## src/rtl/regfile_scoreboard.sv

```systemverilog
// regfile_scoreboard: 2R/1W integer register file with write-through bypass,
// an optional hard-wired zero register and per-register pending-write counters
// that decode uses to detect RAW hazards against in-flight writebacks.
module regfile_scoreboard #(
   parameter int XLEN     = 32,
   parameter int AW       = 5,
   parameter int ZERO_REG = 1,
   parameter int PCNT_W   = 2
) (
   input  logic            CLK,
   input  logic            RST,
   input  logic [AW-1:0]   A1,
   input  logic [AW-1:0]   A2,
   output logic [XLEN-1:0] RD1,
   output logic [XLEN-1:0] RD2,
   input  logic            WE3,
   input  logic [AW-1:0]   A3,
   input  logic [XLEN-1:0] WD3,
   input  logic            ISSUE,
   input  logic [AW-1:0]   ISSUE_RD,
   output logic            ISSUE_READY,
   output logic            BUSY1,
   output logic            BUSY2
);

   localparam int                NREG    = 2**AW;
   localparam logic [PCNT_W-1:0] CNT_MAX = {PCNT_W{1'b1}};

   // Flattened views of per-register state, driven from the generate blocks.
   logic [XLEN-1:0]   reg_q [NREG];
   logic [PCNT_W-1:0] cnt_q [NREG];

   logic issue_is_zero;
   logic wb_hits_issue;

   assign issue_is_zero = (ZERO_REG != 0) && (ISSUE_RD == '0);
   assign wb_hits_issue = WE3 && (A3 == ISSUE_RD);

   // A writeback to the same register this cycle frees a slot, so a full
   // counter can still accept the issue without wrapping.
   assign ISSUE_READY = RST || issue_is_zero || wb_hits_issue
                        || (cnt_q[ISSUE_RD] != CNT_MAX);

   genvar gi;

   for (gi = 0; gi < NREG; gi++) begin : g_reg
      if ((ZERO_REG != 0) && (gi == 0)) begin : g_zero
         assign reg_q[gi] = '0;
         assign cnt_q[gi] = '0;
      end else begin : g_live
         logic [XLEN-1:0]   data_reg;
         logic [PCNT_W-1:0] cnt_reg;
         logic              wr_hit;
         logic              inc;
         logic              dec;

         assign wr_hit = WE3 && (A3 == AW'(gi));
         assign inc    = ISSUE && (ISSUE_RD == AW'(gi)) && ISSUE_READY;
         // Writes to an idle register are untracked: never count below zero.
         assign dec    = wr_hit && (cnt_reg != '0);

         // Register storage: written by the writeback port.
         always_ff @(posedge CLK or posedge RST) begin
            if (RST) begin
               data_reg <= '0;
            end else if (wr_hit) begin
               data_reg <= WD3;
            end
         end

         // Pending-write counter: issue increments, tracked writeback decrements.
         always_ff @(posedge CLK or posedge RST) begin
            if (RST) begin
               cnt_reg <= '0;
            end else if (inc && !dec) begin
               cnt_reg <= cnt_reg + 1'b1;
            end else if (dec && !inc) begin
               cnt_reg <= cnt_reg - 1'b1;
            end
         end

         assign reg_q[gi] = data_reg;
         assign cnt_q[gi] = cnt_reg;
      end
   end

   logic [AW-1:0] rd_addr [2];
   assign rd_addr[0] = A1;
   assign rd_addr[1] = A2;

   for (gi = 0; gi < 2; gi++) begin : g_port
      logic              is_zero;
      logic              wb_hit;
      logic [PCNT_W-1:0] cnt_after;
      logic [XLEN-1:0]   rd_data;
      logic              busy;

      assign is_zero = (ZERO_REG != 0) && (rd_addr[gi] == '0);
      assign wb_hit  = WE3 && (A3 == rd_addr[gi]);

      // Read mux: zero register and reset win, then same-cycle writeback bypass.
      always_comb begin
         rd_data = reg_q[rd_addr[gi]];
         if (RST || is_zero) begin
            rd_data = '0;
         end else if (wb_hit) begin
            rd_data = WD3;
         end
      end

      // Busy means still pending once this cycle's writeback has retired.
      assign cnt_after = cnt_q[rd_addr[gi]]
                         - PCNT_W'(wb_hit && (cnt_q[rd_addr[gi]] != '0));
      assign busy      = !RST && !is_zero && (cnt_after != '0);
   end

   assign RD1   = g_port[0].rd_data;
   assign RD2   = g_port[1].rd_data;
   assign BUSY1 = g_port[0].busy;
   assign BUSY2 = g_port[1].busy;

endmodule

```

## config.mk

```make
export PLATFORM = sky130hd
export DESIGN_NAME = regfile_scoreboard
export DESIGN_NICKNAME = d
export VERILOG_FILES = /design/src/rtl/regfile_scoreboard.sv
export SDC_FILE = /design/constraint.sdc
export NUM_CORES = 2
export LEC_CHECK = 0
export CAP_MARGIN = 5
export CELL_PAD_IN_SITES_DETAIL_PLACEMENT = 0
export CELL_PAD_IN_SITES_GLOBAL_PLACEMENT = 1
export CORE_UTILIZATION = 55
export CTS_BUF_LIST = sky130_fd_sc_hd__clkbuf_4 sky130_fd_sc_hd__clkbuf_8
export DETAILED_ROUTE_END_ITERATION = 12
export PLACE_DENSITY_LB_ADDON = 0.1
export SKIP_LAST_GASP = 1
export SLEW_MARGIN = 5
export SYNTH_ARGS = -nofsm -noshare
export SYNTH_HDL_FRONTEND = slang
export SYNTH_SLANG_ARGS = --single-unit
```

## constraint.sdc

```tcl
create_clock -name CLK -period 45.7 [get_ports CLK]
set_input_delay 4.57 -clock CLK [delete_from_list [all_inputs] [get_ports CLK]]
set_output_delay 4.57 -clock CLK [all_outputs]
set_load 0.1 [all_outputs]
```

==> impl_metrics.json <==
{
  "skew_ns": 0.02710,
  "yosysWarnings": 0,
  "switching_share_pct": 30.72,
  "cap_viol_max_count": 0,
  "p_leak_nw": 28.17,
  "clockBufferDepth": 3,
  "synth_area_leaders": "dfrtp_1 45%, mux2_2 21%, mux4_2 17%, mux2i_1 3.4%, buf_2 1.3%",
  "synth.cell_area_mm2": 0.05914,
  "drive_gt1_share_pct": 46.99,
  "die_area_mm2": 0.1088,
  "first_pass_iters": 5,
  "clock_latency_ns": 0.88,
  "outcome": "finished, final reports clean",
  "power_frac_seq_pct": 44.7,
  "start_util_pct": 55.79,
  "nets": 4301,
  "cts-hold-fix-buffers": 0,
  "cp-start-kind": "input pin",
  "ant_nets": 0,
  "synth_top_area_share_pct": 44.60,
  "cts_setup_buffers": 0,
  "antenna_found_initial": 3,
  "syn_inst": 4190,
  "async_flop_share_pct": 100.0,
  "grt_use_total_pct": 37.44,
  "gp_congestion": 0.8562,
  "setup_violations": 0,
  "syn_to_final_growth_pct": 10.40,
  "hold_viol_final": 0,
  "power_switching_mw": 0.9026,
  "rows": 119,
  "final_util_pct": 61.59,
  "crit_arrival_ns": 10.13,
  "drc": 0,
  "critPathCaptureType": "output port",
  "period_share_pct": 32.18,
  "finalPower_mw": 2.938,
  "grt_max_degree": 156,
  "fp.dieW_um": 329.9,
  "ios": 123,
  "htree_num_levels": 4,
  "fin_setup_tns_ns": 0,
  "drt-initial-drc-count": 4379,
  "grt_pass1_wl_um": 292900,
  "fp.dieH_um": 329.9,
  "yosysTopAreaCell": "dfrtp_1",
  "grt_overflow": 0,
  "avgSynthCellArea_um2": 14.11,
  "pwr_density_cell_mw_per_mm2": 44.99,
  "routedWlPerCell_um": 34.70,
  "layout_commonest_cell": "mux2_2",
  "synth-seq-area-share_pct": 44.60,
  "ys_types": 65,
  "port_buffers": 122,
  "fin_crit_ns": 14.70,
  "post_cts_resized": 0,
  "slew_headroom_pct": 19.95,
  "final_cell_mix": "1080 x mux2_2, 1054 x dfrtp_1, 437 x mux4_2",
  "required_ns": 41.13,
  "vias_per_cell": 7.065,
  "pwr-share-clk_pct": 31.4,
  "wirelength_um": 199400,
  "cts-root-buf": "clkbuf_8",
  "comb_power_share_pct": 23.9,
  "numCtsBuffers": 183,
  "rrSetupSlack_ns": 42.88,
  "peakVddDrop_v": 0.00002718,
  "cts_sinks": 1054,
  "grt_pass1_vias": 40500,
  "syn_nets": 4277,
  "synth_edf_count": 0,
  "largest_reg_flops": 992,
  "vias": 40600,
  "cts_tree": "built",
  "core-area_mm2": 0.1060,
  "rsz0062_at_grt": "no",
  "dp_hpwl_um": 116200,
  "post-place-ws_ns": 31.25,
  "synth_ff_type": "dfrtp_1",
  "worstPathMaxFanout": 20,
  "p_int_mw": 2.035,
  "worst_slew_pin_slew_ns": 1.197,
  "hold_class": "reg -> reg",
  "fmax_ghz": 0.06800,
  "slew_viol_final": 0,
  "clk_pin_slew_ns": 0.05,
  "criticalPathCategory": "in -> out",
  "synth-seq-cells": 1054,
  "layout_setup_ws_ns": 31.00
}
## cells by family (layout without fill, tap and decap cells)
| kind of cell | count (synthesis) | after routing | synth area share (%) |
|---|---|---|---|
| buffers and inverters | 438 | 600 | 3.567 |
| flip-flops | 1054 | 1054 | 44.60 |
| adder cells (fa/ha/maj) | 31 | 31 | 0.6558 |
| other | 0 | 4 | 0 |
| AND/OR/NAND/NOR | 405 | 405 | 3.097 |
| multiplexers | 1731 | 1731 | 41.27 |
| XOR/XNOR | 108 | 108 | 1.599 |
| AO/OA/AOI/OAI | 423 | 423 | 5.215 |
## synth_stat cells, types with 31 or more instances
library cell,count
mux2_2,1080
dfrtp_1,1054
mux4_2,437
mux2i_1,198
clkbuf_1,187
buf_2,155
nor2_1,139
nand2_1,131
a22oi_1,72
o21ai_0,67
xor2_1,64
xnor2_1,44
a221oi_1,42
buf_1,40
o22ai_1,38
nand3_1,33
ha_1,31
## power by group through the flow
stage,Sequential (mW),Combinational (mW),Clock (mW)
floorplan,1.26,0.560,0
global placement,1.31,0.683,0
detailed placement,1.32,0.696,0
CTS,1.31,0.699,0.933
global route,1.34,0.742,0.979
finish,1.31,0.702,0.924
## worst paths after layout
check | cells after the start | startpoint | to
setup / recovery | 8 | A1[3] | RD1[30]
hold / removal | 1 | g_reg[6].g_live.data_reg[25] | g_reg[6].g_live.data_reg[25]
setup reg to reg | 9 | g_reg[31].g_live.cnt_reg[1] | g_reg[31].g_live.cnt_reg[1]
hold reg to reg | 1 | g_reg[6].g_live.data_reg[25] | g_reg[6].g_live.data_reg[25]
max in group asynchronous | 6 | RST | g_reg[18].g_live.data_reg[3]
min in group asynchronous | 3 | RST | g_reg[24].g_live.cnt_reg[1]
## layer usage
| layer | part of all wire (%) | track usage [%] | routed length (um) |
|---|---|---|---|
| met4 | 3.4 | 12.97 | 6832 |
| met1 | 42 | 54.16 | 83780 |
| met2 | 45 | 55.84 | 89880 |
| met3 | 9.5 | 8.564 | 18930 |
| met5 | 0.0040 | 0 | 8 |
## area by class of cell
cell class | count | area (um2)
timing repair buffer | 269 | 2377
multi-input combinational | 2698 | 30860
clock inverter | 17 | 120.1
tap | 1391 | 1740
inverter | 8 | 37.54
fill | 8387 | 40720
antenna | 4 | 10.01
sequential | 1054 | 26380
clock buffer | 306 | 3767
## per-stage QoR
stage | instances | cell area [um2] | hold slack [ns]
final | 5747 | 65290 | 0.5220
after global routing | 5744 | 65280 | 0.5398
after CTS | 5743 | 65280 | 0.5211
after detailed placement | 5420 | 61390 | 0.5086
after global placement | 5420 | 61390 | 0.4995
after floorplan | 4190 | 59140 | 0.4831
## critical path, stage by stage
cell and delay, ns:
clkdlybuf4s50_1 0.96, inv_1 0.66, a31oi_4 1.00, nand3_1 0.34, buf_4 0.36, and3_1 0.19
o21ai_0 0.74, clkdlybuf4s50_1 1.29
Note: power is estimated with default switching activity, not from simulation.
